## src/rtl/dsp_add_cascade_chain.sv

```systemverilog
// rtl/dsp_add_cascade_chain.sv - pipelined systolic cascade adder chain with carry compensation
//
// Sums NUM_OPS signed operands, each with an unsigned 0/1 compensate carry,
// plus a full-width cascade input. Every stage adds the operands that belong
// to one input beat, because operand k runs through a skew line of k registers.
// Latency is INREG + NUM_OPS + 1 enabled cycles; throughput is one beat per
// enabled cycle.
//
// Optional feature macro: DSP_ADD_CHAIN_SAT_EN. When it is defined, result
// saturates to the OUT_WIDTH signed range and sat_flag marks clamped beats.
// When it is undefined, result wraps and sat_flag is constant 0.
//
// Ports:
//   clk        - rising-edge clock
//   aresetn    - asynchronous active-low reset, clears every register
//   clken      - global clock enable; low freezes the whole pipeline
//   dsp_reset  - synchronous clear of all registers, priority over clken
//   in_valid   - operand set valid (sampled when clken=1)
//   op         - NUM_OPS signed operands, operand k at [k*IN_WIDTH +: IN_WIDTH]
//   cin        - NUM_OPS unsigned compensate carries
//   pc_in      - signed cascade input, sampled together with op
//   out_valid  - result/pc_out hold a valid beat
//   result     - narrowed final sum (wrapped or saturated)
//   pc_out     - full-width final sum, for chaining
//   sat_flag   - result was clamped on this beat
module dsp_add_cascade_chain #(
    parameter int NUM_OPS   = 4,
    parameter int IN_WIDTH  = 18,
    parameter int ACC_WIDTH = 48,
    parameter int OUT_WIDTH = 24,
    parameter int INREG     = 2
) (
    input  logic                          clk,
    input  logic                          aresetn,
    input  logic                          clken,
    input  logic                          dsp_reset,
    input  logic                          in_valid,
    input  logic [NUM_OPS*IN_WIDTH-1:0]   op,
    input  logic [NUM_OPS-1:0]            cin,
    input  logic [ACC_WIDTH-1:0]          pc_in,
    output logic                          out_valid,
    output logic [OUT_WIDTH-1:0]          result,
    output logic [ACC_WIDTH-1:0]          pc_out,
    output logic                          sat_flag
);

    // Skew lines are packed end to end in one triangular array: line k
    // (k >= 1) is k registers long and starts at entry k*(k-1)/2.
    localparam int SKEW_N = (NUM_OPS > 1) ? (NUM_OPS * (NUM_OPS - 1)) / 2 : 1;

    function automatic int skew_base(input int k);
        return (k * (k - 1)) / 2;
    endfunction

    // Input register stages
    logic [NUM_OPS*IN_WIDTH-1:0] in_op_q  [INREG];
    logic [NUM_OPS-1:0]          in_cin_q [INREG];
    logic [ACC_WIDTH-1:0]        in_pc_q  [INREG];
    logic [INREG-1:0]            in_vld_q;

    // Operand skew lines, each entry holds {cin, op}
    logic [IN_WIDTH:0]           skew_q   [SKEW_N];

    // Chain stage registers and their valid tags
    logic [ACC_WIDTH-1:0]        p_q      [NUM_OPS];
    logic [NUM_OPS-1:0]          vld_q;

    // Output register
    logic                        out_valid_q;
    logic [OUT_WIDTH-1:0]        result_q;
    logic [ACC_WIDTH-1:0]        pc_out_q;
    logic                        sat_q;

    // Next-state values
    logic [IN_WIDTH:0]           opc_in   [NUM_OPS];
    logic [IN_WIDTH:0]           opc_al   [NUM_OPS];
    logic [ACC_WIDTH-1:0]        p_d      [NUM_OPS];
    logic [ACC_WIDTH-1:0]        p_last;
    logic [OUT_WIDTH-1:0]        result_d;
    logic                        sat_d;

    always_comb begin
        // {cin, op} per operand as it leaves the last input register
        for (int k = 0; k < NUM_OPS; k++) begin
            opc_in[k] = {in_cin_q[INREG-1][k], in_op_q[INREG-1][k*IN_WIDTH +: IN_WIDTH]};
        end

        // Operand 0 feeds stage 0 directly; operand k arrives k cycles later
        opc_al[0] = opc_in[0];
        for (int k = 1; k < NUM_OPS; k++) begin
            opc_al[k] = skew_q[skew_base(k) + k - 1];
        end

        // Operand sign-extended, carry zero-extended, wrap in ACC_WIDTH
        p_d[0] = in_pc_q[INREG-1]
               + {{(ACC_WIDTH-IN_WIDTH){opc_al[0][IN_WIDTH-1]}}, opc_al[0][IN_WIDTH-1:0]}
               + {{(ACC_WIDTH-1){1'b0}}, opc_al[0][IN_WIDTH]};
        for (int k = 1; k < NUM_OPS; k++) begin
            p_d[k] = p_q[k-1]
                   + {{(ACC_WIDTH-IN_WIDTH){opc_al[k][IN_WIDTH-1]}}, opc_al[k][IN_WIDTH-1:0]}
                   + {{(ACC_WIDTH-1){1'b0}}, opc_al[k][IN_WIDTH]};
        end
    end

    assign p_last = p_q[NUM_OPS-1];

`ifdef DSP_ADD_CHAIN_SAT_EN
    // The value fits OUT_WIDTH exactly when every bit from OUT_WIDTH-1 up to
    // the sign bit agrees; otherwise clamp toward the sign of the full sum.
    logic [ACC_WIDTH-OUT_WIDTH:0] hi_bits;
    logic                         ovf;

    always_comb begin
        hi_bits = p_last[ACC_WIDTH-1:OUT_WIDTH-1];
        ovf     = !((&hi_bits) || !(|hi_bits));
        sat_d   = ovf;
        if (!ovf) begin
            result_d = p_last[OUT_WIDTH-1:0];
        end else if (p_last[ACC_WIDTH-1]) begin
            result_d = {1'b1, {(OUT_WIDTH-1){1'b0}}};
        end else begin
            result_d = {1'b0, {(OUT_WIDTH-1){1'b1}}};
        end
    end
`else
    always_comb begin
        result_d = p_last[OUT_WIDTH-1:0];
        sat_d    = 1'b0;
    end
`endif

    always_ff @(posedge clk or negedge aresetn) begin
        if (!aresetn) begin
            in_op_q     <= '{default: '0};
            in_cin_q    <= '{default: '0};
            in_pc_q     <= '{default: '0};
            in_vld_q    <= '0;
            skew_q      <= '{default: '0};
            p_q         <= '{default: '0};
            vld_q       <= '0;
            out_valid_q <= 1'b0;
            result_q    <= '0;
            pc_out_q    <= '0;
            sat_q       <= 1'b0;
        end else if (dsp_reset) begin
            in_op_q     <= '{default: '0};
            in_cin_q    <= '{default: '0};
            in_pc_q     <= '{default: '0};
            in_vld_q    <= '0;
            skew_q      <= '{default: '0};
            p_q         <= '{default: '0};
            vld_q       <= '0;
            out_valid_q <= 1'b0;
            result_q    <= '0;
            pc_out_q    <= '0;
            sat_q       <= 1'b0;
        end else if (clken) begin
            in_op_q[0]  <= op;
            in_cin_q[0] <= cin;
            in_pc_q[0]  <= pc_in;
            in_vld_q[0] <= in_valid;
            for (int i = 1; i < INREG; i++) begin
                in_op_q[i]  <= in_op_q[i-1];
                in_cin_q[i] <= in_cin_q[i-1];
                in_pc_q[i]  <= in_pc_q[i-1];
                in_vld_q[i] <= in_vld_q[i-1];
            end

            for (int k = 1; k < NUM_OPS; k++) begin
                skew_q[skew_base(k)] <= opc_in[k];
                for (int j = 1; j < k; j++) begin
                    skew_q[skew_base(k) + j] <= skew_q[skew_base(k) + j - 1];
                end
            end

            for (int k = 0; k < NUM_OPS; k++) begin
                p_q[k] <= p_d[k];
            end
            vld_q[0] <= in_vld_q[INREG-1];
            for (int k = 1; k < NUM_OPS; k++) begin
                vld_q[k] <= vld_q[k-1];
            end

            out_valid_q <= vld_q[NUM_OPS-1];
            pc_out_q    <= p_last;
            result_q    <= result_d;
            sat_q       <= sat_d;
        end
    end

    assign out_valid = out_valid_q;
    assign result    = result_q;
    assign pc_out    = pc_out_q;
    assign sat_flag  = sat_q;

endmodule

```

## config.mk

```make
export PLATFORM = sky130hd
export DESIGN_NAME = dsp_add_cascade_chain
export DESIGN_NICKNAME = d
export VERILOG_FILES = /design/src/rtl/dsp_add_cascade_chain.sv
export SDC_FILE = /design/constraint.sdc
export NUM_CORES = 1
export LEC_CHECK = 0
export ABC_AREA = 1
export CAP_MARGIN = 30
export CORE_MARGIN = 2
export CORE_UTILIZATION = 55
export DETAILED_ROUTE_END_ITERATION = 10
export GPL_TIMING_DRIVEN = 0
export HOLD_SLACK_MARGIN = 0.03
export PLACE_DENSITY = 0.74
export SYNTH_ARGS = -nofsm -noshare
export SYNTH_HDL_FRONTEND = slang
export SYNTH_SLANG_ARGS = --single-unit
```

## constraint.sdc

```tcl
create_clock -name clk -period 4.6 [get_ports clk]
set_input_delay 0.92 -clock clk [delete_from_list [all_inputs] [get_ports clk]]
set_output_delay 0.92 -clock clk [all_outputs]
set_load 0.05 [all_outputs]
```

Yosys cells after proc, flatten, opt, wreduce, memory -nomap -nowiden
Index checks and enable logic that the tools add are counted.
- ROM bits: 0
- input port bits: 129
- latch bits: 0
- bits in registers: 634
- word-level logic and storage cells: 53
- bits in writable memories: 0
- memories: 0
- output and inout bits: 74
- multiplexer cells: 22
- shift operators: 0
- equal/unequal tests: 0
- reductions and logical operators: 1
- divide/modulo/power cells: 0
- $lt $le $gt $ge: 0
- bitwise logic cells: 0
- multiply operators: 0
- add/sub/neg operators: 8
- operators by type and width (operator ; number):
    $mux W192 ; 2
    $mux W144 ; 2
    $mux W114 ; 2
    $add A48 B1 Y48 ; 4
    $add A48 B48 Y48 ; 4
    $mux W96 ; 2
    $mux W48 ; 2
    $mux W24 ; 2
    $mux W8 ; 2
    $mux W4 ; 2
    $mux W1 ; 4
    $mux W2 ; 2
    $reduce_bool A2 Y1 ; 1

Depth between registers and ports, before layout
- depth in word-level cells: 4
- gate-level depth with buffers: 15
- depth with buffers taken out: 15

Worst setup path before layout
No wires, ideal clock.
- kind: register -> register
- start: register in_op_q[17] in the netlist's numbering
- end: register p_q[176] in the netlist's numbering
- stages on the path, launching flop included: 12
- path buffers: 0
- library setup time: 0.117 ns
- arrival time: 2.125 ns
- required time: 4.483 ns
- path slack: 2.357 ns
- clock period less this slack: 2.243 ns
- path through: dfrtp_1 ha_1 nand2_1 inv_1 nand2_1 nand2_1 a21oi_1 inv_1 a21oi_1 nand3b_1 nand3_1 nand2_1
- cells in the longest elaborated chain, start to end: 4
- RTL lines (item ; RTL line ; text):
    start: declaration ; 56 ; logic [NUM_OPS*IN_WIDTH-1:0] in_op_q [INREG];
    start signal: indexed assignment ; 163 ; in_op_q[i] <= in_op_q[i-1];
    $add A48 B48 Y48 ; 96 ; + {{(ACC_WIDTH-IN_WIDTH){opc_al[0][IN_WIDTH-1]}}, opc_al[0][IN_WIDTH-1:0]}
    $add A48 B1 Y48 ; 97 ; + {{(ACC_WIDTH-1){1'b0}}, opc_al[0][IN_WIDTH]};
    $mux W192 ; 157 ; end else if (clken) begin
    $mux W192 ; 145 ; end else if (dsp_reset) begin
    end signal: indexed assignment ; 177 ; p_q[k] <= p_d[k];
    end: declaration ; 65 ; logic [ACC_WIDTH-1:0] p_q [NUM_OPS];
No other way between the ends. The select of a mux whose other input is x is not followed.
A chain may end at the register's enable or synchronous reset.

Worst setup path in the final report
- start: register skew_q, in the netlist opc_al[17]
- end: register p_q, in the netlist p_last[23]
- cells in the longest elaborated chain, start to end: 4
- RTL lines (item ; RTL line ; text):
    start: declaration ; 62 ; logic [IN_WIDTH:0] skew_q [SKEW_N];
    start signal: indexed assignment ; 170 ; skew_q[skew_base(k)] <= opc_in[k];
    start signal: indexed assignment ; 172 ; skew_q[skew_base(k) + j] <= skew_q[skew_base(k) + j - 1];
    $add A48 B48 Y48 ; 100 ; + {{(ACC_WIDTH-IN_WIDTH){opc_al[k][IN_WIDTH-1]}}, opc_al[k][IN_WIDTH-1:0]}
    $add A48 B1 Y48 ; 101 ; + {{(ACC_WIDTH-1){1'b0}}, opc_al[k][IN_WIDTH]};
    $mux W192 ; 157 ;
    $mux W192 ; 145 ;
No other way between the ends. The select of a mux whose other input is x is not followed.

==> results.sh <==
export IMPL_dieArea_mm2=0.07328
export IMPL_synth_area_mm2=0.03912
export IMPL_yosysWarnings=0
export IMPL_hold_buffers=0
export IMPL_p_leak_nw=24.50
export IMPL_wl_mm=119.4
export IMPL_h_tree_depth=3
export IMPL_p_sw_w=0.002994
export IMPL_numCtsBuffers=69
export IMPL_power_internal_w=0.009144
export IMPL_insertion_delay_ns=0.63
export IMPL_cp_required_ns=5.07
export IMPL_place_inst=6959
export IMPL_vias_per_cell=5.138
export IMPL_area_growth_pct=14.85
export IMPL_drv_slew=0
export IMPL_worstPathArrival_ns=3.39
export IMPL_combPwrFrac_pct=7.7
export IMPL_clkSinkCount=609
export IMPL_power_density_mw_per_mm2=270.2
export IMPL_grt_overflow_total=0
export IMPL_max_slew_margin_pct=38.94
export IMPL_cts_root_buf="clkbuf_16"
export IMPL_ant_nets=0
export IMPL_synthCells=5809
export IMPL_r2r_start="opc_al[17]"
export IMPL_post_cts_resized=0
export IMPL_finalSetupTns_ns=0
export IMPL_fin_crit_ns=2.921
export IMPL_tightestPinTransition_ns=0.9158
export IMPL_routedWlPerCell_um=16.86
export IMPL_skew_ns=0.03030
export IMPL_path_clk_slew_ns=0.06
export IMPL_ios=203
export IMPL_status="complete, no violations"
export IMPL_gp_congestion=0.9956
export IMPL_final_cell_mix="2168 x nand2_1, 1126 x inv_1, 609 x dfrtp_1"
export IMPL_stdcell_count=7085
export IMPL_rsz0062_at_grt="false"
export IMPL_setup_viol=0
export IMPL_ff2ff_path_depth=10
export IMPL_die_y_um=270.7
export IMPL_drive_above_1_share_pct=6.202
export IMPL_grtUsageTotal_pct=33.01
export IMPL_cts_tree="done"
export IMPL_synth_fp_nets=6130
export IMPL_post_route_period_util_pct=63.51
export IMPL_crit_type="register to register"
export IMPL_port_buffers=199
export IMPL_dpl_hpwl_mm=95.99
export IMPL_crit_path_end_kind="register"
export IMPL_grt_max_degree=126
export IMPL_syn_avg_cell_area_um2=6.735
export IMPL_total_power_w=0.01214
export IMPL_antenna_found_initial=1
export IMPL_seqPwrFrac_pct=45.8
export IMPL_layout_commonest_cell="nand2_1"
export IMPL_min_path_type="input port to async pin"
export IMPL_start_kind="register"
export IMPL_ir_drop_v=0.0003778
export IMPL_initial_utilization_pct=55.67
export IMPL_netSwitchingFraction_pct=24.67
export IMPL_drt_iter0_drc=2269
export IMPL_fp_dieW_um=270.7
export IMPL_hold_viol_final=0
export IMPL_coreArea_mm2=0.07027
export IMPL_r2r_slack_ns=1.68
export IMPL_cts_buffer_depth=3
export IMPL_post_cts_buffers=0
export IMPL_synth_distinct_cells=40
export IMPL_clockPowerShare_pct=46.5
export IMPL_dr_pass1_iters=6
export IMPL_maxCapViolCount=0
export IMPL_grt_pass1_wl_mm=188.7
export IMPL_r2r_end="p_last[23]"
export IMPL_vias=36410
export IMPL_ys_ff_latch=609
export IMPL_fmaxAchievable_ghz=0.3423
export IMPL_fin_nets=6411
export IMPL_num_rows=97
export IMPL_grt_pass1_vias=35950
export IMPL_critPathMaxFanout=26
export IMPL_drc=0
export IMPL_seq_area_frac_synth_pct=38.95
registers in the layout, summed over array words and instances (netlist names), 2 cells and up:
name and count:
opc_al 57, in_pc_q 96, pc_out 25, p_q 144, result 23, p_last 48, in_vld_q 2, vld_q 4
skew_q 57, in_op_q 144, in_cin_q 8
synthesized netlist by cell type (all sizes together):
cell	count	area share (%)
nor2	361	4.2
buf	106	1.5
nor3	18	0.32
o31ai	14	0.27
a31oi	1	0.016
clkbuf	55	0.53
inv	1150	11
fa	8	0.41
a22o	25	0.56
ha	184	5.9
o21bai	16	0.31
or2	3	0.048
nand2	2198	21
a32o	4	0.10
a21o	4	0.077
a21oi	199	2.5
nor4	12	0.19
and2	9	0.14
conb	1	0.0096
a21boi	3	0.058
o22ai	135	2.2
nand3b	8	0.15
nand4	37	0.59
nand3	234	3.2
and3	1	0.016
dfrtp	609	39
xnor2	12	0.27
xor2	6	0.13
o21ai	396	5.1
power by group through the flow:
stage,logic (W),clock network (W),registers [W]
final,0.000936,0.00564,0.00556
after global routing,0.00104,0.00594,0.00557
after CTS,0.000940,0.00572,0.00556
after detailed placement,0.000930,0,0.00566
after global placement,0.000891,0,0.00567
after floorplan,0.000454,0,0.00564
area by class of cell:
type	instances	area [um^2]
Antenna cell	2	5.005
Buffer	161	790.8
Clock buffer	95	1986
Clock inverter	29	366.6
Fill cell	6604	25340
Inverter	1150	4319
Multi-Input combinational cell	3889	18770
Sequential cell	609	15240
Tap cell	940	1176
Timing Repair Buffer	210	2275
metal layers:
metal	GRT usage, %	part of all wire, %
met5	0	0
met4	16.34	5.4
met3	3.728	3.8
met2	60.17	50
met1	38.37	40
worst max-delay path: stages (launching register included):
cell and delay, ns:
dfrtp_1 0.65, buf_16 0.23, ha_1 0.32, nand2_2 0.12
inv_1 0.06, a21oi_1 0.26, nand2_1 0.12, inv_1 0.07
nand3_1 0.18, o21ai_0 0.58, o21ai_0 0.18
worst max path at each step:
stage	slack, ns	endpoint	from
after floorplan	2.36	p_q[176]	in_op_q[17]
after global placement	-23.64	in_pc_q[83]	aresetn
after detailed placement	1.57	in_pc_q[49]	dsp_reset
after CTS	1.68	result[1]	result[1]
after global routing	1.59	p_last[23]	opc_al[17]
final	1.68	p_last[23]	opc_al[17]
through the flow:
step	util, %	setup slack (ns)	hold WS, ns	instance area, um^2
floorplan	-	2.357	0.4497	39120
global placement	60.18	-23.64	0.4645	42290
detailed placement	60.58	1.567	0.4669	42570
CTS	63.93	1.684	0.2738	44930
global route	63.93	1.593	0.3030	44930
finish	63.94	1.679	0.2606	44930
logic make-up (layout without fill, tap and decap cells):
group                    Yosys count  after routing  share of synthesized area, %
buffers and inverters           1311           1645                         13.06
AO/OA/AOI/OAI                    797            797                         11.16
AND/OR/NAND/NOR                 2881           2881                         30.12
other                              1              3                      0.009585
adder cells (fa/ha/maj)          192            192                         6.294
XOR/XNOR                          18             18                        0.4030
flip-flops                       609            609                         38.95
No activity file was read; power rests on OpenSTA's default activity.
